<file path="src/rtl/inst_fetch_ctrl_pkg.sv">
`default_nettype none
// ============================================================================
//  Module : inst_fetch_ctrl_pkg
//  Brief  : Shared fetch-path widths, exception codes and PC helpers.
//  Rev    : 1.0  initial release
// ============================================================================
package inst_fetch_ctrl_pkg;

  localparam int INST_ADDR_BUS = 32;
  localparam int INST_BUS      = 32;
  localparam int EXC_CODE_BUS  = 5;

  typedef logic [EXC_CODE_BUS-1:0] exc_code_t;

  localparam exc_code_t                EXC_NONE = 5'h10;
  localparam exc_code_t                EXC_ADEL = 5'h04;
  localparam logic [INST_ADDR_BUS-1:0] PC_INIT  = 32'hBFC0_0000;

  function automatic logic pc_aligned(input logic [INST_ADDR_BUS-1:0] pc);
    return (pc[1:0] == 2'b00);
  endfunction

  // Wraps modulo 2^32 by construction of the result width.
  function automatic logic [INST_ADDR_BUS-1:0] pc_plus_4(input logic [INST_ADDR_BUS-1:0] pc);
    return pc + INST_ADDR_BUS'(4);
  endfunction

endpackage
`default_nettype wire

</file>
<file path="src/rtl/inst_fetch_ctrl.sv">
`default_nettype none
// ============================================================================
//  Module : inst_fetch_ctrl
//  Brief  : IF-stage controller bridging the PC stage to an SRAM-like bus.
//  Rev    : 1.0  initial release
// ============================================================================
module inst_fetch_ctrl
  import inst_fetch_ctrl_pkg::*;
(
  input  logic                     cpu_clk_50M,
  input  logic                     cpu_rst_n,
  input  logic [INST_ADDR_BUS-1:0] fetch_pc,
  input  logic                     fetch_en,
  input  logic                     id_stall,
  input  logic                     flush,
  output logic                     inst_req,
  output logic [INST_ADDR_BUS-1:0] inst_addr,
  input  logic                     inst_addr_ok,
  input  logic                     inst_data_ok,
  input  logic [INST_BUS-1:0]      inst_rdata,
  output logic [INST_ADDR_BUS-1:0] if_pc,
  output logic [INST_ADDR_BUS-1:0] if_pc_plus_4,
  output logic [INST_BUS-1:0]      if_inst,
  output logic                     if_inst_data_ok,
  output exc_code_t                if_exccode,
  output logic                     stall_req_if
);

  typedef enum logic [1:0] {
    S_IDLE = 2'd0,
    S_REQ  = 2'd1,
    S_WAIT = 2'd2,
    S_HOLD = 2'd3
  } state_t;

  state_t r_state;
  logic   r_kill;

  // The if_* registers double as the result buffer; HOLD means "result ready".
  always_ff @(posedge cpu_clk_50M or negedge cpu_rst_n) begin
    if (!cpu_rst_n) begin
      r_state      <= S_IDLE;
      r_kill       <= 1'b0;
      inst_req     <= 1'b0;
      inst_addr    <= '0;
      if_pc        <= PC_INIT;
      if_pc_plus_4 <= PC_INIT;
      if_inst      <= '0;
      if_exccode   <= EXC_NONE;
    end else begin
      case (r_state)
        S_IDLE: begin
          if (fetch_en && !flush) begin
            if (pc_aligned(fetch_pc)) begin
              inst_req  <= 1'b1;
              inst_addr <= fetch_pc;
              r_state   <= S_REQ;
            end else begin
              if_pc        <= fetch_pc;
              if_pc_plus_4 <= pc_plus_4(fetch_pc);
              if_inst      <= '0;
              if_exccode   <= EXC_ADEL;
              r_state      <= S_HOLD;
            end
          end
        end
        S_REQ: begin
          if (flush) r_kill <= 1'b1;
          if (inst_addr_ok) begin
            inst_req <= 1'b0;
            r_state  <= S_WAIT;
          end
        end
        S_WAIT: begin
          if (inst_data_ok) begin
            r_kill <= 1'b0;
            if (r_kill || flush) begin
              r_state <= S_IDLE;
            end else begin
              if_pc        <= inst_addr;
              if_pc_plus_4 <= pc_plus_4(inst_addr);
              if_inst      <= inst_rdata;
              if_exccode   <= EXC_NONE;
              r_state      <= S_HOLD;
            end
          end else if (flush) begin
            r_kill <= 1'b1;
          end
        end
        S_HOLD: begin
          if (flush || !id_stall) r_state <= S_IDLE;
        end
        default: r_state <= S_IDLE;
      endcase
    end
  end

  // Strobe follows id_stall in the same cycle so the IF/ID register takes the
  // result in exactly the first cycle it is able to.
  assign if_inst_data_ok = (r_state == S_HOLD) && !id_stall && !flush;
  assign stall_req_if    = (r_state == S_REQ) || (r_state == S_WAIT) || r_kill;

endmodule
`default_nettype wire

</file>
<file path="config.mk">
export PLATFORM = sky130hd
export DESIGN_NAME = inst_fetch_ctrl
export DESIGN_NICKNAME = d
export VERILOG_FILES = /design/src/rtl/inst_fetch_ctrl_pkg.sv /design/src/rtl/inst_fetch_ctrl.sv
export SDC_FILE = /design/constraint.sdc
export NUM_CORES = 1
export LEC_CHECK = 0
export BUFFER_PORTS_ARGS = -buffer_cell sky130_fd_sc_hd__buf_2
export CORE_MARGIN = 2
export CORE_UTILIZATION = 51
export CTS_CLUSTER_SIZE = 12
export DETAILED_ROUTE_END_ITERATION = 8
export PLACE_DENSITY = 0.87
export SYNTH_ARGS = -nofsm -noshare
export SYNTH_HDL_FRONTEND = slang
export SYNTH_SLANG_ARGS = --single-unit
</file>
<file path="constraint.sdc">
create_clock -name cpu_clk_50M -period 3.58 [get_ports cpu_clk_50M]
set_input_delay 1.074 -clock cpu_clk_50M [delete_from_list [all_inputs] [get_ports cpu_clk_50M]]
set_output_delay 1.074 -clock cpu_clk_50M [all_outputs]
set_load 0.1 [all_outputs]
</file>
---- Word-level counts from Yosys, hierarchy flattened ----
Cells that the tools add are included.
cells by class
  $add $sub $neg .......................... 2
  equal/unequal tests ..................... 10
  mux-type cells .......................... 34
  reductions and logical operators ........ 18
operators with widths
  kind                                                              count
  32-bit two-way mux                                                12
  32-bit one-hot mux with 2 select lines                            3
  32-bit by 3-bit adder with 32-bit output (second input constant)  2
  5-bit two-way mux                                                 4
  2-bit != test (second input constant)                             7
  2-bit two-way mux                                                 6
  5-bit one-hot mux with 2 select lines                             1
  2-bit one-hot mux with 4 select lines                             1
  4-bit AND reduction                                               2
  2-bit nonzero test                                                3
  1-bit two-way mux                                                 5
  5-bit AND reduction                                               1
  2-bit == test (second input constant)                             2
  2-bit logical NOT                                                 2
  1-bit logical OR                                                  4
  1-bit one-hot mux with 2 select lines                             2
  1-bit logical AND                                                 3
  3-bit AND reduction                                               1
  2-bit by 1-bit == test with 1-bit output (second input constant)  1
  1-bit logical NOT                                                 2
storage, ports and cells
  flip-flop bits (word level) ............. 137
  output and inout port bits .............. 136
  word-level logic and storage cells ...... 72

---- Logic depth before layout (Yosys ltp) ----
Gate-level depths: netlist of the first run.
  depth in word-level cells ............... 4
  gate-level depth with buffers ........... 14
  mapped depth without buffers ............ 9

---- Least setup slack after synthesis of the first run ----
No wires, ideal clock.
  path kind ............................... input port to output port
  start point ............................. input flush
  end point ............................... output if_inst_data_ok
  data arrival time ....................... 2,554 ps
  path slack .............................. -48 ps
  stages .................................. 2
  path buffers ............................ 0
  path through ............................ nor2b_1 -> nor2b_1
between the ends
  word-level cells in the longest chain between the ends .. 2
ends and longest elaborated chain
  item               RTL line                RTL
  start, declared    inst_fetch_ctrl.sv:15   input logic flush,
  1-bit logical NOT  inst_fetch_ctrl.sv:100  assign if_inst_data_ok = (r_state == S_HOLD) && !id_stall && !flush;
  1-bit logical AND  inst_fetch_ctrl.sv:100
  end, declared      inst_fetch_ctrl.sv:24   output logic if_inst_data_ok,
No other way between the ends.

---- Worst setup path in the final report of the first run ----
  start point ............................. register r_state[0]
  end point ............................... register if_pc_plus_4[16]
between the ends
  word-level cells in the longest chain between the ends .. 3
  elaborated cells between the ends (all ways) .. 9
  those cells by class .................... eq/ne: 5; mux: 1; reduce/logical: 3
ends and longest elaborated chain
  item                                                                  RTL line               RTL
  start, declared                                                       inst_fetch_ctrl.sv:36  state_t r_state;
  start signal, assigned                                                inst_fetch_ctrl.sv:42  r_state <= S_IDLE;
  start signal, assigned                                                inst_fetch_ctrl.sv:57  r_state <= S_REQ;
  start signal, assigned                                                inst_fetch_ctrl.sv:63  r_state <= S_HOLD;
  2-bit == test or 2-bit logical NOT (tied branches)                    inst_fetch_ctrl.sv:51  case (r_state)
  2-bit != test (no source line) or 2-bit nonzero test (tied branches)  -
  5-bit AND reduction (no source line)                                  -
  end signal, assigned                                                  inst_fetch_ctrl.sv:60  if_pc_plus_4 <= pc_plus_4(fetch_pc);
  end signal, assigned                                                  inst_fetch_ctrl.sv:81  if_pc_plus_4 <= pc_plus_4(inst_addr);
  end, declared                                                         inst_fetch_ctrl.sv:22  output logic [INST_ADDR_BUS-1:0] if_pc_plus_4,
Several ways; a longest one is shown, not always the timed one.
A chain may end at the register's enable or synchronous reset.

==> results of run 1 <==
## state kept, by name (all words and copies together) (netlist names)
register,cells
r_state,2
inst_req,1
if_exccode,2
r_kill,1
if_pc_plus_4,30
if_pc,32
if_inst,32
inst_addr,32
## layout by cell type, fill, tap and decap left out, types with 4 or more instances in the layout
| master | synthesis | final |
|---|---|---|
| buf_2 | 4 | 202 |
| dfrtp_1 | 113 | 113 |
| nand2_1 | 104 | 104 |
| nor2_1 | 51 | 51 |
| o21ai_0 | 50 | 50 |
| a21oi_1 | 38 | 38 |
| mux2_2 | 35 | 35 |
| mux2i_1 | 28 | 28 |
| dfstp_2 | 19 | 19 |
| clkbuf_16 | 0 | 17 |
| buf_4 | 5 | 15 |
| nand3_1 | 12 | 12 |
| o31ai_1 | 11 | 11 |
| xnor2_1 | 11 | 11 |
| xor2_1 | 10 | 10 |
| nand4_1 | 9 | 9 |
| nor3_1 | 7 | 6 |
| inv_1 | 5 | 5 |
| a31oi_1 | 6 | 5 |
| and3_1 | 6 | 5 |
| ha_1 | 6 | 5 |
| nor2b_1 | 5 | 4 |
| nand3b_1 | 4 | 4 |
| o22ai_1 | 4 | 4 |
| a21boi_0 | 4 | 4 |
| o21a_1 | 4 | 4 |
| bufinv_16 | 0 | 4 |
| clkbuf_1 | 25 | 4 |
| clkinv_2 | 0 | 4 |
| buf_12 | 0 | 4 |
## cell type report
class | instances | area (sq um) | area share
Inverter | 6 | 22.5 | 0.00277
Multi-Input combinational cell | 445 | 2780 | 0.342
Timing Repair Buffer | 222 | 1210 | 0.149
Clock buffer | 22 | 454 | 0.0558
Tap cell | 147 | 184 | 0.0226
Sequential cell | 132 | 3330 | 0.409
Clock inverter | 10 | 155 | 0.0191
## per-layer routing
layer	vias up	GRT usage
met1	2722	0.338
met2	216	0.423
met3	26	0.0691
met5	-	0
li1	2573	-
met4	0	0.0835
## worst max path at each step
stage	depth (start not counted)	end	from	slack, ps
global route	10	if_pc_plus_4[16]	r_state[0]	240
CTS	10	if_pc_plus_4[16]	r_state[0]	470
floorplan	14	if_pc_plus_4[26]	r_state[0]	340
global placement	4	if_inst_data_ok	flush	620
detailed placement	9	if_pc_plus_4[26]	fetch_pc[2]	550
finish	10	if_pc_plus_4[16]	r_state[0]	500
## logic make-up (layout without fill, tap and decap cells)
logic type / after synthesis / in the layout
xor gates and xnor gates: 21 / 21
and+or+nand+nor: 220 / 220
other: 1 / 3
AOI/OAI and AO/OA: 132 / 132
muxes: 63 / 63
buffers and inverters: 47 / 260
DFF: 132 / 132
adders and majority gates: 6 / 6
## worst max-delay path, delay by kind of cell, from the launching register on
kind	cells	cell delay [ps]
adders and majority gates	2	830
xor gates and xnor gates	1	230
DFF	1	400
muxes	1	280
buffers and inverters	2	320
and+or+nand+nor	2	590
AOI/OAI and AO/OA	2	300
## cells in the mapped netlist (all sizes together), types with 11 or more instances
cell type / number / share of area
xnor2: 11 / 0.015
dfrtp: 113 / 0.45
o21ai: 50 / 0.040
clkbuf: 25 / 0.015
mux2: 35 / 0.063
mux2i: 28 / 0.045
nand2: 104 / 0.062
a21oi: 38 / 0.030
dfstp: 19 / 0.079
o31ai: 11 / 0.013
nor2: 51 / 0.030
nand3: 14 / 0.014
buf: 16 / 0.016
## stage by stage
stage,hold WS [ps],worst slack (ps),instance area [sq um]
after floorplan,530,342,6300
after global placement,449,623,7530
after detailed placement,452,552,7530
after CTS,464,465,8140
after global routing,487,242,8140
final,460,496,8140
==> results.sh, run 1 <==
export IMPL_layout_drive_gt1_share=0.378
export IMPL_r2r_slack_ps=500
export IMPL_start_kind="register"
export IMPL_tritoncts="yes"
export IMPL_critPathSlowestCell="ha_2"
export IMPL_cts_sinks=132
export IMPL_syn_area_sq_um=6290
export IMPL_die_area_sq_um=13200
export IMPL_critPathMaxFanout=21
export IMPL_met3WireLength_microns=1070
export IMPL_core_sq_um=12000
export IMPL_antenna_found_initial=0
export IMPL_ctsLongestPathBuffers=2
export IMPL_cp_arrival_ps=3380
export IMPL_fin_skew_ps=8.36
export IMPL_synthFlopType="dfrtp_1"
export IMPL_grt_usage=0.259
export IMPL_grt_max_degree=76
export IMPL_cap_violations=0
export IMPL_drt_iter0_drc=573
export IMPL_synth_cells=622
export IMPL_reg2regPathDepth=10
export IMPL_clkLatencyLatePin_ps=420
export IMPL_die_w_microns=115
export IMPL_routed_via_density=5.63
export IMPL_postSynthAreaPerCell_sq_um=10.1
export IMPL_diodes=0
export IMPL_firstDrtPassIters=5
export IMPL_m1WireLength_microns=7000
export IMPL_rr_endpoint="if_pc_plus_4[16]"
export IMPL_cts_htree_levels=4
export IMPL_holdPathStages=2
export IMPL_crit_chain="inv_1 > ha_2 > mux2_2 > ha_1 > nand4_1 > o22ai_1 > buf_4 > nor4bb_1 > xor2_1 > a21oi_1"
export IMPL_synth_simple_gate_area_frac=0.165
export IMPL_cts_resized=0
export IMPL_r2r_start="r_state[0]"
export IMPL_clkTransAtPathRegs_ps=50
export IMPL_crit_type="register to register"
export IMPL_setup_viol_count_final=0
export IMPL_synth_compound_area_frac=0.123
export IMPL_post_route_period_util=0.861
export IMPL_slew_violations=0
export IMPL_hold_buffers=0
export IMPL_synthXorXnorAreaFrac=0.0292
export IMPL_ys_ff_latch=132
export IMPL_rsz0062_at_grt="no"
export IMPL_synth_warnings=0
export IMPL_synth_edf_count=0
export IMPL_grt_pass1_wl_microns=26300
export IMPL_wl_per_cell_microns=17.2
export IMPL_ios=207
export IMPL_slew_headroom=0.235
export IMPL_areaGrowthSynthToFinish_pct=29.3
export IMPL_required_ps=3870
export IMPL_synth_top_family_by_area="simple AND/OR/NAND/NOR gates"
export IMPL_final_util=0.678
export IMPL_drtAntennaViolNets=0
export IMPL_synthMuxAreaShare=0.107
export IMPL_min_to="if_pc_plus_4[3]"
export IMPL_layout_nets=901
export IMPL_grt_ovfl_total=0
export IMPL_dr_total_vias=5537
export IMPL_fin_cells=984
export IMPL_dp_cells=952
export IMPL_period_minus_slack_ps=3080
export IMPL_routed_top_layer="met4"
export IMPL_drc=0
export IMPL_hp_class="register to register"
export IMPL_numCtsBuffers=17
export IMPL_die_h_microns=115
export IMPL_dp_hpwl_microns=11700
export IMPL_wl_microns=16900
export IMPL_ys_async_sr_fraction=1.00
export IMPL_fill_cells=919
export IMPL_synth_fa_ha_area_frac=0.0119
export IMPL_grt_pass1_vias=5113
export IMPL_portBuffers=203
export IMPL_max_freq_mhz=324
export IMPL_netlist_cell_type_count=54
export IMPL_fin_tns_setup_ps=0
export IMPL_outcome="finished, final reports clean"
export IMPL_ys_seq_area_frac=0.529
export IMPL_hold_viol_final=0
export IMPL_hold_start="if_pc_plus_4[3]"
export IMPL_worst_pin_slew_ps=1150
export IMPL_start_util=0.524
export IMPL_rows=40
export IMPL_cts_root_buffer="clkbuf_16"
export IMPL_worst_setup_path_end_kind="register"
export IMPL_place_congestion=0.868
export IMPL_slowest_delay_ps=530
export IMPL_wl_met2_microns=8550
export IMPL_post_cts_setup_buffers=0
Power of run 1 is not shown: default switching activity piles up to over one toggle a cycle in this logic, so the estimate is an artifact.
==> run 2: changes to the inputs <==
--- a/config.mk
+++ b/config.mk
@@ -10,7 +10,7 @@
 export CORE_UTILIZATION = 51
 export CTS_CLUSTER_SIZE = 12
 export DETAILED_ROUTE_END_ITERATION = 8
-export PLACE_DENSITY = 0.87
+export PLACE_DENSITY = 0.84
 export SYNTH_ARGS = -nofsm -noshare
 export SYNTH_HDL_FRONTEND = slang
 export SYNTH_SLANG_ARGS = --single-unit
==> constraint.sdc (replaced) <==
create_clock -name cpu_clk_50M -period 3.07 [get_ports cpu_clk_50M]
set_input_delay 0.921 -clock cpu_clk_50M [delete_from_list [all_inputs] [get_ports cpu_clk_50M]]
set_output_delay 0.921 -clock cpu_clk_50M [all_outputs]
set_load 0.1 [all_outputs]
==> run 2 against run 1 <==
Clock-buffer cell count increased by 3. Hold slack improved by 10 ps. Final area decreased by 0.34%. Sequential cell count unchanged. First-iteration DRC count decreased by 34%. Worst setup slack got worse by 240 ps. Routed wire length decreased by 2.7%. Sequential share of layout area increased by 0.14 points. Largest cell class unchanged.
==> results.sh, run 2 (same netlist as run 1, synthesis figures left out) <==
export IMPL_post_cts_setup_buffers=0
export IMPL_clkTransAtPathRegs_ps=50
export IMPL_critPathMaxFanout=48
export IMPL_final_cell_mix="buf_2 (202), dfrtp_1 (113), nand2_1 (104)"
export IMPL_clkLatencyLatePin_ps=420
export IMPL_die_area_sq_um=13200
export IMPL_rsz0062_at_grt="no"
export IMPL_rr_endpoint="if_pc_plus_4[25]"
export IMPL_numCtsBuffers=17
export IMPL_grt_usage=0.256
export IMPL_portBuffers=203
export IMPL_slew_headroom=0.586
export IMPL_post_route_period_util=0.917
export IMPL_firstDrtPassIters=5
export IMPL_die_h_microns=115
export IMPL_startpoint="r_state[0]"
export IMPL_hold_buffers=0
export IMPL_worst_setup_path_end_kind="register"
export IMPL_setup_viol_count_final=0
export IMPL_antenna_found_initial=0
export IMPL_areaGrowthSynthToFinish_pct=28.9
export IMPL_setup_worst_path_end="if_pc_plus_4[25]"
export IMPL_grt_busiest_layer="met2"
export IMPL_place_congestion=0.847
export IMPL_cts_sinks=132
export IMPL_fin_tns_setup_ps=0
export IMPL_r2r_start="r_state[0]"
export IMPL_r2r_slack_ps=260
export IMPL_slew_violations=0
export IMPL_drtAntennaViolNets=0
export IMPL_grt_use_met2=0.392
export IMPL_max_freq_mhz=355
export IMPL_ios=207
export IMPL_worst_pin_slew_ps=615
export IMPL_cts_root_buffer="clkbuf_16"
export IMPL_fin_skew_ps=12.1
export IMPL_wl_per_cell_microns=16.7
export IMPL_grt_pass1_vias=5150
export IMPL_dr_total_vias=5437
export IMPL_reg2regPathDepth=9
export IMPL_crit_type="register to register"
export IMPL_grt_ovfl_total=0
export IMPL_grt_pass1_wl_microns=26200
export IMPL_met1_usage=0.350
export IMPL_routed_via_density=5.53
export IMPL_hp_class="register to register"
export IMPL_outcome="finished, final reports clean"
export IMPL_core_sq_um=12000
export IMPL_reg_top3="if_inst (32), if_pc (32), inst_addr (32)"
export IMPL_wl_microns=16400
export IMPL_drc=0
export IMPL_drt_iter0_drc=378
export IMPL_cp_arrival_ps=3140
export IMPL_cap_violations=0
export IMPL_grt_max_degree=59
export IMPL_rows=40
export IMPL_ctsLongestPathBuffers=2
export IMPL_layout_drive_gt1_share=0.378
export IMPL_die_w_microns=115
export IMPL_period_minus_slack_ps=2810
export IMPL_cts_htree_levels=4
export IMPL_fill_cells=967
export IMPL_layout_nets=903
export IMPL_diodes=0
export IMPL_required_ps=3390
export IMPL_cts_resized=0
export IMPL_start_kind="register"
export IMPL_dp_hpwl_microns=11600
export IMPL_tritoncts="yes"
export IMPL_start_util=0.524
export IMPL_hold_viol_final=0
export IMPL_final_common_cell="buf_2"
export IMPL_use_met3=0.0754
## run 2: how the worst min path moves through the flow
stage	start	cells after the start	end	slack, ps
after detailed placement	if_pc_plus_4[3]	2	if_pc_plus_4[3]	460
after floorplan	r_kill	2	r_kill	530
final	if_pc_plus_4[3]	2	if_pc_plus_4[3]	470
after global placement	if_pc_plus_4[3]	2	if_pc_plus_4[3]	450
after CTS	if_pc_plus_4[3]	2	if_pc_plus_4[3]	470
after global routing	if_pc_plus_4[28]	2	if_pc_plus_4[28]	480
## run 2: through the flow
step,cells,instance area (sq um),utilization,hold slack (ps),worst slack (ps)
after CTS,984,8110,0.675,471,265
after global placement,954,7550,0.629,449,321
after global routing,984,8110,0.675,481,10.7
final,984,8110,0.675,470,256
after floorplan,624,6310,-,530,96.2
after detailed placement,954,7550,0.629,459,263
## run 2: worst max-delay path, stage by stage (launching register included)
cell,delay [ps]
dfrtp_1,390
inv_1,120
ha_2,290
buf_12,290
nand4_1,180
a222oi_1,380
buf_4,230
nand4_1,270
o31a_1,340
o31ai_1,230
## run 2: cell type report
type,instances,area (sq um),share of cell area
Tap cell,147,184,0.0227
Multi-Input combinational cell,445,2790,0.344
Timing Repair Buffer,224,1230,0.152
Clock inverter,5,75.1,0.00925
Sequential cell,132,3330,0.410
Inverter,6,22.5,0.00278
Clock buffer,25,485,0.0598
## run 2: metal layers
| layer | wire, microns | part of all wire |
|---|---|---|
| met1 | 7160 | 0.44 |
| met2 | 7860 | 0.48 |
| met3 | 1090 | 0.066 |
| met4 | 332 | 0.020 |
| met5 | 0 | 0 |
Power of run 2 is left out for the same reason.
==> run 3: changes to the inputs <==
--- a/config.mk
+++ b/config.mk
@@ -7,10 +7,10 @@
 export LEC_CHECK = 0
 export BUFFER_PORTS_ARGS = -buffer_cell sky130_fd_sc_hd__buf_2
 export CORE_MARGIN = 2
-export CORE_UTILIZATION = 51
+export CORE_UTILIZATION = 50
 export CTS_CLUSTER_SIZE = 12
 export DETAILED_ROUTE_END_ITERATION = 8
-export PLACE_DENSITY = 0.84
+export PLACE_DENSITY = 0.83
 export SYNTH_ARGS = -nofsm -noshare
 export SYNTH_HDL_FRONTEND = slang
 export SYNTH_SLANG_ARGS = --single-unit
==> constraint.sdc (replaced) <==
create_clock -name cpu_clk_50M -period 3.07 [get_ports cpu_clk_50M]
set_input_delay 0.614 -clock cpu_clk_50M [delete_from_list [all_inputs] [get_ports cpu_clk_50M]]
set_output_delay 0.614 -clock cpu_clk_50M [all_outputs]
set_load 0.1 [all_outputs]
==> run 3 against run 2 <==
Via count is 1.9% lower. Sequential cell count stayed put. Highest routed layer unchanged. Final area is 0.23% lower.
==> results.sh, run 3 (same netlist as run 1, synthesis figures left out) <==
export IMPL_outcome="finished, final reports clean"
export IMPL_portBuffers=203
export IMPL_die_w_microns=116
export IMPL_worst_setup_path_end_kind="register"
export IMPL_grt_pass1_wl_microns=26000
export IMPL_wl_microns=16400
export IMPL_crit_chain="inv_1 > ha_2 > buf_4 > nand4_1 > o22ai_1 > or3b_2 > o31a_1 > o31ai_1"
export IMPL_reg_top3="if_inst (32), if_pc (32), inst_addr (32)"
export IMPL_post_route_period_util=0.921
export IMPL_critPathMaxFanout=24
export IMPL_regArea_sq_um=3330
export IMPL_final_common_cell="buf_2"
export IMPL_drtAntennaViolNets=0
export IMPL_start_kind="register"
export IMPL_max_freq_mhz=354
export IMPL_ctsLongestPathBuffers=2
export IMPL_ios=207
export IMPL_slowest_delay_ps=550
export IMPL_place_congestion=0.847
export IMPL_required_ps=3380
export IMPL_drt_iter0_drc=323
export IMPL_fin_skew_ps=5.83
export IMPL_grt_max_degree=54
export IMPL_grt_pass1_vias=5188
export IMPL_areaGrowthSynthToFinish_pct=28.6
export IMPL_slew_violations=0
export IMPL_start_util=0.518
export IMPL_cts_htree_levels=4
export IMPL_hp_class="input pin to async pin"
export IMPL_crit_type="register to register"
export IMPL_cap_violations=0
export IMPL_die_area_sq_um=13500
export IMPL_wl_per_cell_microns=16.4
export IMPL_cts_root_buffer="clkbuf_16"
export IMPL_diodes=0
export IMPL_cp_arrival_ps=3140
export IMPL_post_cts_setup_buffers=0
export IMPL_cts_sinks=132
export IMPL_multiInputGateArea_sq_um=2790
export IMPL_antenna_found_initial=0
export IMPL_dp_hpwl_microns=12100
export IMPL_tritoncts="yes"
export IMPL_firstDrtPassIters=5
export IMPL_period_minus_slack_ps=2830
export IMPL_worst_pin_slew_ps=1040
export IMPL_hold_viol_final=0
export IMPL_grt_ovfl_total=0
export IMPL_grt_usage=0.250
export IMPL_layout_drive_gt1_share=0.375
export IMPL_setup_viol_count_final=0
export IMPL_critPathSlowestCell="or3b_2"
export IMPL_rsz0062_at_grt="no"
export IMPL_dr_total_vias=5333
export IMPL_core_sq_um=12200
export IMPL_slew_headroom=0.305
export IMPL_drc=0
export IMPL_rows=40
export IMPL_numCtsBuffers=17
export IMPL_fill_cells=995
export IMPL_layout_nets=899
export IMPL_fin_tns_setup_ps=0
export IMPL_clkTransAtPathRegs_ps=50
export IMPL_final_cell_mix="buf_2 (202), dfrtp_1 (113), nand2_1 (104)"
export IMPL_hold_buffers=0
export IMPL_routed_via_density=5.32
export IMPL_clkLatencyLatePin_ps=410
export IMPL_die_h_microns=116
run 3: layout make-up:
class	instances	area share
sequential	132	0.411
multi-input combinational	445	0.345
timing repair buffer	220	0.147
clock buffer	27	0.0621
tap	168	0.0260
clock inverter	5	0.00649
inverter	6	0.00278
run 3: through the flow:
stage / hold slack, ps / cell area [sq um] / util / cells / worst slack, ps
2_1_floorplan: 318 / 6310 / - / 624 / 96.2
3_3_place_gp: 456 / 7530 / 0.619 / 971 / 387
3_5_place_dp: 465 / 7530 / 0.619 / 971 / 237
4_1_cts: 104 / 8090 / 0.665 / 1003 / 220
5_1_grt: 119 / 8090 / 0.666 / 1003 / 31.3
6_report: 111 / 8090 / 0.666 / 1003 / 243
run 3: what timing repair did:
| item | in CTS | in global routing |
|---|---|---|
| resized for setup | 0 | 1 |
| endpoints found under the setup margin | 0 | 72 |
| hold endpoints to repair | 0 | 0 |
run 3: metal layers:
metal,part of all wire,wire (microns),global-route usage,vias to the layer above
li1,-,-,-,2569
met1,0.43,7060,0.325,2574
met2,0.51,8310,0.407,158
met3,0.040,651,0.0503,32
met4,0.025,412,0.111,0
met5,0,0,0,-
run 3: path summary, 6_finish.rpt:
check | startpoint | end | slack (ps) | depth (start not counted)
min in group cpu_clk_50M | inst_rdata[11] | if_inst[11] | 400 | 3
worst min-delay path | cpu_rst_n | inst_addr[17] | 110 | 1
max in group asynchronous | cpu_rst_n | if_pc_plus_4[27] | 2100 | 2
worst min register to register | if_pc_plus_4[26] | if_pc_plus_4[26] | 470 | 2
worst max-delay path | r_state[0] | if_pc_plus_4[29] | 240 | 8
worst max register to register | r_state[0] | if_pc_plus_4[29] | 240 | 8
run 3: worst max-delay path, delay by kind of cell, from the launching register on:
kind                     cells  cell delay, ps
buffers and inverters        2             500
flip-flops                   1             410
AO/OA/AOI/OAI                3             820
adder cells (fa/ha/maj)      1             320
AND/OR/NAND/NOR              2             670
Power of run 3 is left out for the same reason.
